--- src/rtl/gcd_pkg.sv ---
// Shared definitions for the GCD controller: FSM states, datapath mux
// select encodings and the default operand width.
package gcd_pkg;

  localparam int GCD_WIDTH = 8;

  localparam logic [1:0] ST_IDLE = 2'd0;
  localparam logic [1:0] ST_CALC = 2'd1;
  localparam logic [1:0] ST_DONE = 2'd2;

  typedef enum logic [1:0] {
    IDLE = ST_IDLE,
    CALC = ST_CALC,
    DONE = ST_DONE
  } state_e;

  localparam logic [1:0] SEL_A_LOAD = 2'b00;
  localparam logic [1:0] SEL_A_SUB  = 2'b01;
  localparam logic [1:0] SEL_A_B    = 2'b10;
  localparam logic [1:0] SEL_A_ZERO = 2'b11;

  localparam logic [1:0] SEL_B_LOAD = 2'b00;
  localparam logic [1:0] SEL_B_A    = 2'b01;
  localparam logic [1:0] SEL_B_B    = 2'b10;
  localparam logic [1:0] SEL_B_ZERO = 2'b11;

endpackage

--- src/rtl/gcd_ctrl.sv ---
// Control FSM for the subtract/swap GCD datapath: accepts operand pairs,
// steers the datapath until breg==0, then holds the result for handoff.
module gcd_ctrl
  import gcd_pkg::*;
#(
  parameter int WIDTH = GCD_WIDTH,
  parameter int CNT_W = WIDTH + 2
) (
  input  logic             clk,
  input  logic             rst_n,
  input  logic             in_valid,
  output logic             in_ready,
  input  logic [WIDTH-1:0] in_a,
  input  logic [WIDTH-1:0] in_b,
  output logic [WIDTH-1:0] dp_a,
  output logic [WIDTH-1:0] dp_b,
  output logic [1:0]       sel_a,
  output logic [1:0]       sel_b,
  output logic             en_a,
  output logic             en_b,
  input  logic             beq0,
  input  logic             agtb,
  input  logic [WIDTH-1:0] res,
  output logic             out_valid,
  input  logic             out_ready,
  output logic [WIDTH-1:0] out_data,
  output logic [CNT_W-1:0] out_cycles
);

  state_e           state_q, state_d;
  logic [CNT_W-1:0] cnt_q, cnt_d;

  assign dp_a       = in_a;
  assign dp_b       = in_b;
  assign out_data   = res;
  assign out_cycles = cnt_q;
  assign in_ready   = (state_q == IDLE);
  assign out_valid  = (state_q == DONE);

  always_comb begin
    state_d = state_q;
    cnt_d   = cnt_q;
    sel_a   = SEL_A_LOAD;
    sel_b   = SEL_B_LOAD;
    en_a    = 1'b0;
    en_b    = 1'b0;
    case (state_q)
      IDLE: begin
        if (in_valid) begin
          en_a    = 1'b1;
          en_b    = 1'b1;
          cnt_d   = '0;
          state_d = CALC;
        end
      end
      CALC: begin
        // Terminating cycle is counted too; saturate rather than wrap.
        cnt_d = (&cnt_q) ? cnt_q : cnt_q + CNT_W'(1);
        if (beq0) begin
          state_d = DONE;
        end else if (agtb) begin
          sel_a = SEL_A_SUB;
          en_a  = 1'b1;
        end else begin
          sel_a = SEL_A_B;
          sel_b = SEL_B_A;
          en_a  = 1'b1;
          en_b  = 1'b1;
        end
      end
      DONE: begin
        if (out_ready) state_d = IDLE;
      end
      default: state_d = IDLE;
    endcase
  end

  always_ff @(posedge clk) begin
    if (!rst_n) begin
      state_q <= IDLE;
      cnt_q   <= '0;
    end else begin
      state_q <= state_d;
      cnt_q   <= cnt_d;
    end
  end

endmodule
--- config.mk ---
export PLATFORM = sky130hd
export DESIGN_NAME = gcd_ctrl
export DESIGN_NICKNAME = d
export VERILOG_FILES = /design/src/rtl/gcd_pkg.sv /design/src/rtl/gcd_ctrl.sv
export SDC_FILE = /design/constraint.sdc
export NUM_CORES = 1
export LEC_CHECK = 0
export CAP_MARGIN = 25
export CORE_MARGIN = 4
export CORE_UTILIZATION = 32
export CTS_BUF_LIST = sky130_fd_sc_hd__clkbuf_16
export CTS_CLUSTER_DIAMETER = 30
export DETAILED_ROUTE_END_ITERATION = 10
export PLACE_DENSITY_LB_ADDON = 0.12
export REMOVE_ABC_BUFFERS = 1
export SLEW_MARGIN = 40
export SYNTH_ARGS = -nofsm -noshare
export SYNTH_HDL_FRONTEND = slang
export SYNTH_SLANG_ARGS = --single-unit
--- constraint.sdc ---
create_clock -name clk -period 1.7 [get_ports clk]
set_input_delay 0.425 -clock clk [delete_from_list [all_inputs] [get_ports clk]]
set_output_delay 0.425 -clock clk [all_outputs]
set_load 0.005 [all_outputs]
==> results of run 1 <==
-- final cells by class --
cell class / instances / area [sq um] / share of cell area [%]
inverters: 4 / 15.0 / 1.30
flip-flops and latches: 12 / 246 / 21.3
clock buffers: 3 / 75.1 / 6.48
repair buffers: 39 / 342 / 29.5
well taps: 30 / 37.5 / 3.24
multi-input cells: 61 / 443 / 38.2
-- registers in the layout, indices dropped and copies added (netlist names) --
signal and count:
state_q 2, out_cycles 10
-- how the worst max path moves through the flow --
stage	start	end	slack, ps	depth (start not counted)
finish	state_q[1]$_SDFFE_PN0P_	en_b	20	4
detailed placement	beq0	sel_a[1]	-500	4
global placement	beq0	sel_b[0]	-470	4
global route	state_q[1]$_SDFFE_PN0P_	en_b	-10	4
floorplan	out_cycles[0]$_SDFFE_PN0P_	out_cycles[2]$_SDFFE_PN0P_	190	5
CTS	state_q[1]$_SDFFE_PN0P_	sel_a[1]	-70	6
-- Yosys cell counts (2+ instances only) --
cell type	number	area [sq um]
a31o_2	2	17.5
and3_1	2	12.5
nand3_1	2	10.0
nor3_1	3	15.0
and2_1	2	12.5
a31oi_1	5	31.3
dfxtp_1	12	240
o21ai_0	3	15.0
nor2_1	6	22.5
nand4_1	2	12.5
nand2_1	6	22.5
nand2b_1	3	18.8
buf_2	2	10.0
a21oi_1	2	10.0
buf_4	27	203
inv_1	4	15.0
a211oi_1	2	15.0
-- repair_timing --
item / CTS / global route
gates resized for setup: 19 / 13
pin swaps: 2 / 2
setup buffers: 3 / 1
gates cloned: 0 / 0
setup endpoints to repair: 7 / 6
-- power by group --
group	switching (mW)	internal (mW)	total, mW
Sequential	0.00427	0.288	0.292
Clock	0.117	0.306	0.423
Combinational	0.0630	0.0800	0.143
Total	0.185	0.674	0.858
-- cells by family (layout without fill, tap and decap cells) --
family	count (synthesis)	in the layout	share of synthesized area, %
adder cells (fa/ha/maj)	1	1	1.44
AND/OR/NAND/NOR	33	33	21.0
AO/OA/AOI/OAI	24	24	20.8
multiplexers	2	2	2.45
flip-flops	12	12	27.7
other	1	1	0.432
buffers and inverters	33	46	26.2
-- per-stage QoR --
stage	area [sq um]	TNS [ps]
floorplan	656	0
global placement	1020	-3600
detailed placement	1020	-3480
CTS	1130	-147
global route	1160	-21.9
finish	1160	0
-- critical path: cells and delay by family (launching register included) --
family                 cells  cell delay (ps)
AND/OR/NAND/NOR            3              510
flip-flops                 1              310
buffers and inverters      1              200
-- layer usage --
layer | up-vias | global-route usage, %
met5 | - | 7.94
met4 | 2 | 5.70
met3 | 9 | 13.2
met2 | 43 | 18.7
met1 | 370 | 17.6
li1 | 383 | -
==> flow_summary.ini, run 1 <==
[clock_network]
numCtsBuffers = 3
cts.sinks = 12
worstSkewPairLatency_ps = 240
cts_root_buffer = clkbuf_16
cts_hold_buf = 0
cts_buffer_depth = 2
htreeDepth = 1
clkTransAtPathRegs_ps = 40
cts_tree = yes

[logic_synthesis]
synth_flop_cell = dfxtp_1
syn_inst = 106
syn-cell-area_sq_um = 868
synth-seq-cells = 12
ys_seq_area_share_pct = 27.7
syn_avg_cell_area_sq_um = 8.19
yosysWarnings = 0
async_reset_ff_share_pct = 0
synth-edff-count = 0
yosys.cell_types.count = 38

[critical_path]
reg2reg_from = out_cycles[0]$_SDFFE_PN0P_
slowest_stage = dfxtp_2
max_stage_delay_ps = 310
regToRegEndpoint = out_cycles[1]$_SDFFE_PN0P_
end_kind = output port
path_cells = nand2b_4, nor3_4, nand2b_4, clkdlybuf4s15_1
arrival_ps = 1260
rrSetupSlack_ps = 170
path_class = flop to output port
worstPathRequired_ps = 1270
path_max_fanout = 3
rr_worst_depth = 6
crit_path_start_kind = flop
cp_common_cell = nand2b_4

[placed_design]
pre_cts_slack_ps = -499
port_buffers = 22
dp_hpwl_um = 1920
dp_cells = 143
gp_congestion = 0.705

[power]
ir_drop_mv = 0.545
power_density_mw_per_mm2 = 741
power_leakage_nw = 0.472
power.total_uw = 858

[grt]
grt_max_degree = 10
grt_overflow = 0
grt_first_pass_wirelength_um = 3780
grt_antenna_before_repair = 0
grt_usage_pct = 15.1
grt_pass1_vias = 782

[timing]
fin_ws_ps = 19.0
period_needed_ps = 1680
setup_viol_count_final = 0
fin_skew_ps = 1.14
hold_slack_ps = 497
fmax_mhz = 595
slew_violations = 0
hold_violations = 0
timing.final.crit_share_pct = 98.9

[job]
maxCapViolCount = 0

[detailed_routing]
drt_iter0_markers = 21
met3WireLength_um = 332
ant_nets = 0
drt-vias-per-instance = 5.42
met1_length_um = 1150
dr.max_layer_used = met5
wl_per_cell_um = 17.1
wl_met2_um = 973
vias = 807
routed_wl_um = 2550
drc = 0
first_pass_iters = 4

[layout]
n_fill_cell = 255
nets = 152
syn2layout_area_growth_pct = 33.4
final_cell_mix = buf_4 (16), clkdlybuf4s50_1 (12), dfxtp_1 (9), nand2_1 (6), dlygate4sd2_1 (6)
final_util_pct = 45.9
drive_above_1_share_pct = 29.4
final_cells = 149
n_antenna_cell = 0
final_common_cell = buf_4

[hold_path]
min_to = out_cycles[6]$_SDFFE_PN0P_
hold_path_class = flop to flop
hp-start = out_cycles[6]$_SDFFE_PN0P_
whs_path_depth = 1

[floorplan]
io_pins = 72
die_x_um = 60.1
rows = 18
dieHeight_um = 60.1
core-area_sq_mm = 0.00252
start_util_pct = 34.4
design.die.area_sq_mm = 0.00361

[run_status]
status = completed
Note: power is estimated with default switching activity, not from simulation.
==> inputs of run 2 (changes only) <==
CORE_ASPECT_RATIO = 0.9   (was unset)
==> run 2 against run 1 <==
Sequential power barely moved. Combinational power about the same. Routed wire length up 7.0%. Critical path type is now input pin to output port. Critical endpoint unchanged.
==> flow_summary.ini, run 2 (synthesis gave the netlist of run 1 again) <==
[detailed_routing]
vias = 822
drt-vias-per-instance = 5.41
drt_iter0_markers = 9
first_pass_iters = 4
ant_nets = 0
routed_wl_um = 2720
wl_per_cell_um = 17.9
drc = 0

[clock_network]
clkTransAtPathRegs_ps = 40
numCtsBuffers = 3
cts_tree = yes
cts_hold_buf = 0
cts_root_buffer = clkbuf_16
worstSkewPairLatency_ps = 240
cts_buffer_depth = 2
cts.sinks = 12
htreeDepth = 1

[placed_design]
dp_cells = 146
gp_congestion = 0.759
port_buffers = 22
place_area_sq_mm = 0.00105
dp_hpwl_um = 2150

[timing]
period_needed_ps = 1660
fmax_mhz = 604
slew_violations = 0
hold_violations = 0
grt_setup_unrepaired = false
timing.final.crit_share_pct = 97.5
tns_ps = 0
fin_skew_ps = 5.36
setup_viol_count_final = 0

[floorplan]
io_pins = 72
start_util_pct = 34.3
dieHeight_um = 57.4
die_x_um = 62.9
rows = 17
design.die.area_sq_mm = 0.00361
core-area_sq_mm = 0.00253

[critical_path]
arrival_ps = 1230
rr_worst_depth = 5
crit_path_start_kind = input pin
path_class = input pin to output port
rrSetupSlack_ps = 150
worstPathRequired_ps = 1270
max_stage_delay_ps = 250
cp_common_cell = dlygate4sd2_1
path_max_fanout = 2
path_cells = dlygate4sd2_1, nor3_2, nand2b_1, dlygate4sd2_1
end_kind = output port
slowest_stage = dlygate4sd2_1

[layout]
nets = 156
final_cell_mix = buf_4 (21), clkdlybuf4s50_1 (12), dfxtp_1 (10), nand2_1 (6), dlygate4sd2_1 (6)
n_antenna_cell = 0
final_util_pct = 46.0
drive_above_1_share_pct = 29.0
n_fill_cell = 269
final_cells = 152
final_area_sq_mm = 0.00116
syn2layout_area_growth_pct = 34.0
final_common_cell = buf_4
largest_reg_flops = 10

[power]
power_density_mw_per_mm2 = 742
ir_drop_mv = 0.441
power_leakage_nw = 0.488

[job]
maxCapViolCount = 0

[hold_path]
whs_path_depth = 1
hold_path_class = flop to flop

[run_status]
status = completed

[grt]
grt_antenna_before_repair = 0
grt_pass1_vias = 787
grt_overflow = 0
grt_usage_pct = 15.6
grt_first_pass_wirelength_um = 4220
grt_max_degree = 9
## run 2: metrics by stage
step	setup slack [ps]	hold WS (ps)	power [mW]
floorplan	192	472	0.342
global placement	-435	494	0.436
detailed placement	-509	490	0.436
CTS	28.5	501	0.869
global route	6.78	542	0.900
finish	43.3	495	0.863
## run 2: worst max-delay path, delay by kind of cell
kind	cells	cell delay, ps
simple gates	2	330
buf+inv	2	480
## run 2: power breakdown
part           switching [mW]  internal, mW
combinational          0.0615        0.0798
sequential            0.00526         0.287
clock                   0.120         0.309
## run 2: routing by layer
layer / vias to the layer above / GRT usage [%] / routed length (um)
met1: 381 / 21.7 / 1420
li1: 392 / - / -
met4: 0 / 3.77 / 19
met2: 45 / 17.6 / 1010
met3: 4 / 11.2 / 278
met5: - / 8.33 / 0
## run 2: cell type report
| cell class | instances | area [sq um] | share of cell area (%) |
|---|---|---|---|
| flip-flops and latches | 12 | 245 | 21.1 |
| inverters | 4 | 15.0 | 1.29 |
| clock inverters | 1 | 3.75 | 0.323 |
| repair buffers | 43 | 360 | 31.0 |
| multi-input cells | 61 | 429 | 36.9 |
| clock buffers | 3 | 75.1 | 6.45 |
| well taps | 28 | 35.0 | 3.01 |
## run 2: timing repair
item,in CTS,in global routing
pin swaps,2,1
endpoints found under the hold margin,0,0
setup endpoints to repair,7,3
buffers inserted,2,0
gates resized for setup,22,4
## run 2: path summary, 6_finish.rpt
kind	startpoint	endpoint
worst max register to register	out_cycles[0]$_SDFFE_PN0P_	out_cycles[4]$_SDFFE_PN0P_
worst min register to register	out_cycles[6]$_SDFFE_PN0P_	out_cycles[6]$_SDFFE_PN0P_
worst min-delay path	out_cycles[6]$_SDFFE_PN0P_	out_cycles[6]$_SDFFE_PN0P_
worst max-delay path	agtb	en_b
==> patch, RTL diff (flow settings as in run 2) <==
The package constant `GCD_WIDTH` goes from 8 to 6.
--- a/src/rtl/gcd_pkg.sv
+++ b/src/rtl/gcd_pkg.sv
@@ -2,7 +2,7 @@
 // select encodings and the default operand width.
 package gcd_pkg;
 
-  localparam int GCD_WIDTH = 8;
+  localparam int GCD_WIDTH = 6;
 
   localparam logic [1:0] ST_IDLE = 2'd0;
   localparam logic [1:0] ST_CALC = 2'd1;
Interface: changed (7 resized); port bits go from 72 to 58. The function was not compared with the original's and may differ.
==> patch against run 2 <==
- the flow now finishes with violations (setup timing)
- sequential cell count fell by 2
- combinational power rose by 8%
- area after synthesis fell by 16%
- cell area fell by 13%
- clock skew fell by 0.0018 ns
- worst setup slack got worse by 0.073 ns
- routed wire length fell by 26%
- total power fell by 6.4%
- largest cell class unchanged
- largest power group unchanged
==> patch: results <==
run_status:
  status: "finished, violations left"
  violations: "setup timing"
global_route:
  antenna_found_initial: 0
  grt_usage: 0.1331
  grt_pass1_wl_um: 2925
  grt_pass1_vias: 612
  grt_max_degree: 11
clock_tree:
  clkTransAtPathRegs_ns: 0.04
  cts_max_level: 1
  cts_buffers: 3
  cts_root_buf: "clkbuf_16"
  clockBufferDepth: 2
  clock_latency_ns: 0.24
  cts-resized-gates: 24
  post_cts_buffers: 3
timing:
  fin_skew_ns: 0.003594
  finalSetupTns_ns: -0.04162
  finalSetupViolCount: 2
  holdWs_ns: 0.4906
  setup_slack_ns: -0.02953
critical_path:
  cp_slowest_cell: "dfxtp_2"
  worstPathMaxFanout: 3
  max_stage_delay_ns: 0.31
  arrival_ns: 1.30
  rrSetupSlack_ns: 0.11
  cp_top_family: "simple AND/OR/NAND/NOR gates"
placed_design:
  dp_hpwl_um: 1385
  port_buffers: 20
  dp_worst_setup_slack_ns: -0.5035
  place_area_sq_um: 858.3
  placed_cells: 123
  gp_congestion: 0.7431
detailed_routing:
  via_count: 700
  drt_iter0_drc: 12
  avgRoutedWirePerCell_um: 15.01
  drt_pass1_iterations: 4
pwr:
  p_leak_nw: 0.4285
  ir_worst_vdd_mv: 0.8393
logic_synthesis:
  yosysSeqAreaShare: 0.2759
  yosysUniqueCellTypes: 32
  yosys-top-cells-count: "21 x buf_4, 10 x dfxtp_1, 7 x nand2_1"
  synth_area_leaders: "dfxtp_1 28%, buf_4 22%, o2bb2ai_4 3.8%"
  syn_inst: 90
  yosys_warnings: 0
  ys_ff_latch: 10
  ys_async_sr_fraction: 0
worst_hold_path:
  hold_class: "flip-flop to flip-flop"
flow_run:
  cap_violations: 0
cells_and_area:
  layout-drive-gt1-share: 0.3178
  fin_cells: 134
  diodes: 0
  largest_reg_flops: 8
-- patch: cell count changes in the layout (fill, tap and decap cells not counted), sizes merged, moves of 2 or more --
cell / change
nand2b: -3
clkdlybuf4s50: -2
o2bb2ai: +2
clkdlybuf4s15: -2
o21ai: +2
a211oi: -2
a31oi: -3
dfxtp: -2
buf: -5
a31o: -2
nand3: +3
-- patch: per-layer routing --
metal / up-vias / wire length (um) / share of wire / track usage
li1: 334 / - / - / -
met1: 319 / 833 / 0.41 / 0.1408
met2: 43 / 944 / 0.47 / 0.1936
met3: 4 / 202 / 0.10 / 0.1049
met4: 0 / 30 / 0.015 / 0.05792
met5: - / 0 / 0 / 0
-- patch: worst paths after layout --
kind | start | end | cells after the start
worst min-delay path | out_cycles[0] | out_cycles[0] | 2
worst max-delay path | state_q[0] | en_b | 5
worst max register to register | out_cycles[0] | out_cycles[5] | 5
worst min register to register | out_cycles[0] | out_cycles[0] | 2
-- patch: layout make-up --
cell class | instances | area [sq um]
inverters | 3 | 11.26
fillers | 214 | 1154
well taps | 27 | 33.78
flip-flops and latches | 10 | 203.9
repair buffers | 35 | 297.8
multi-input cells | 56 | 386.6
clock buffers | 3 | 75.07
-- patch: cell families (layout without fill, tap and decap cells) --
kind of cell	Yosys count	in the layout	share of synthesized area
simple gates	34	34	0.2569
buf+inv	25	41	0.2379
compound gates	19	20	0.2069
flops	10	10	0.2759
fa+ha+maj	1	1	0.01724
other cells	1	1	0.005167
-- patch: report_power, final --
part,leakage [nW],switching [mW],internal (mW)
clock,0.0370,0.105,0.305
combinational,0.309,0.0695,0.0829
sequential,0.0822,0.00390,0.242
total,0.429,0.178,0.630
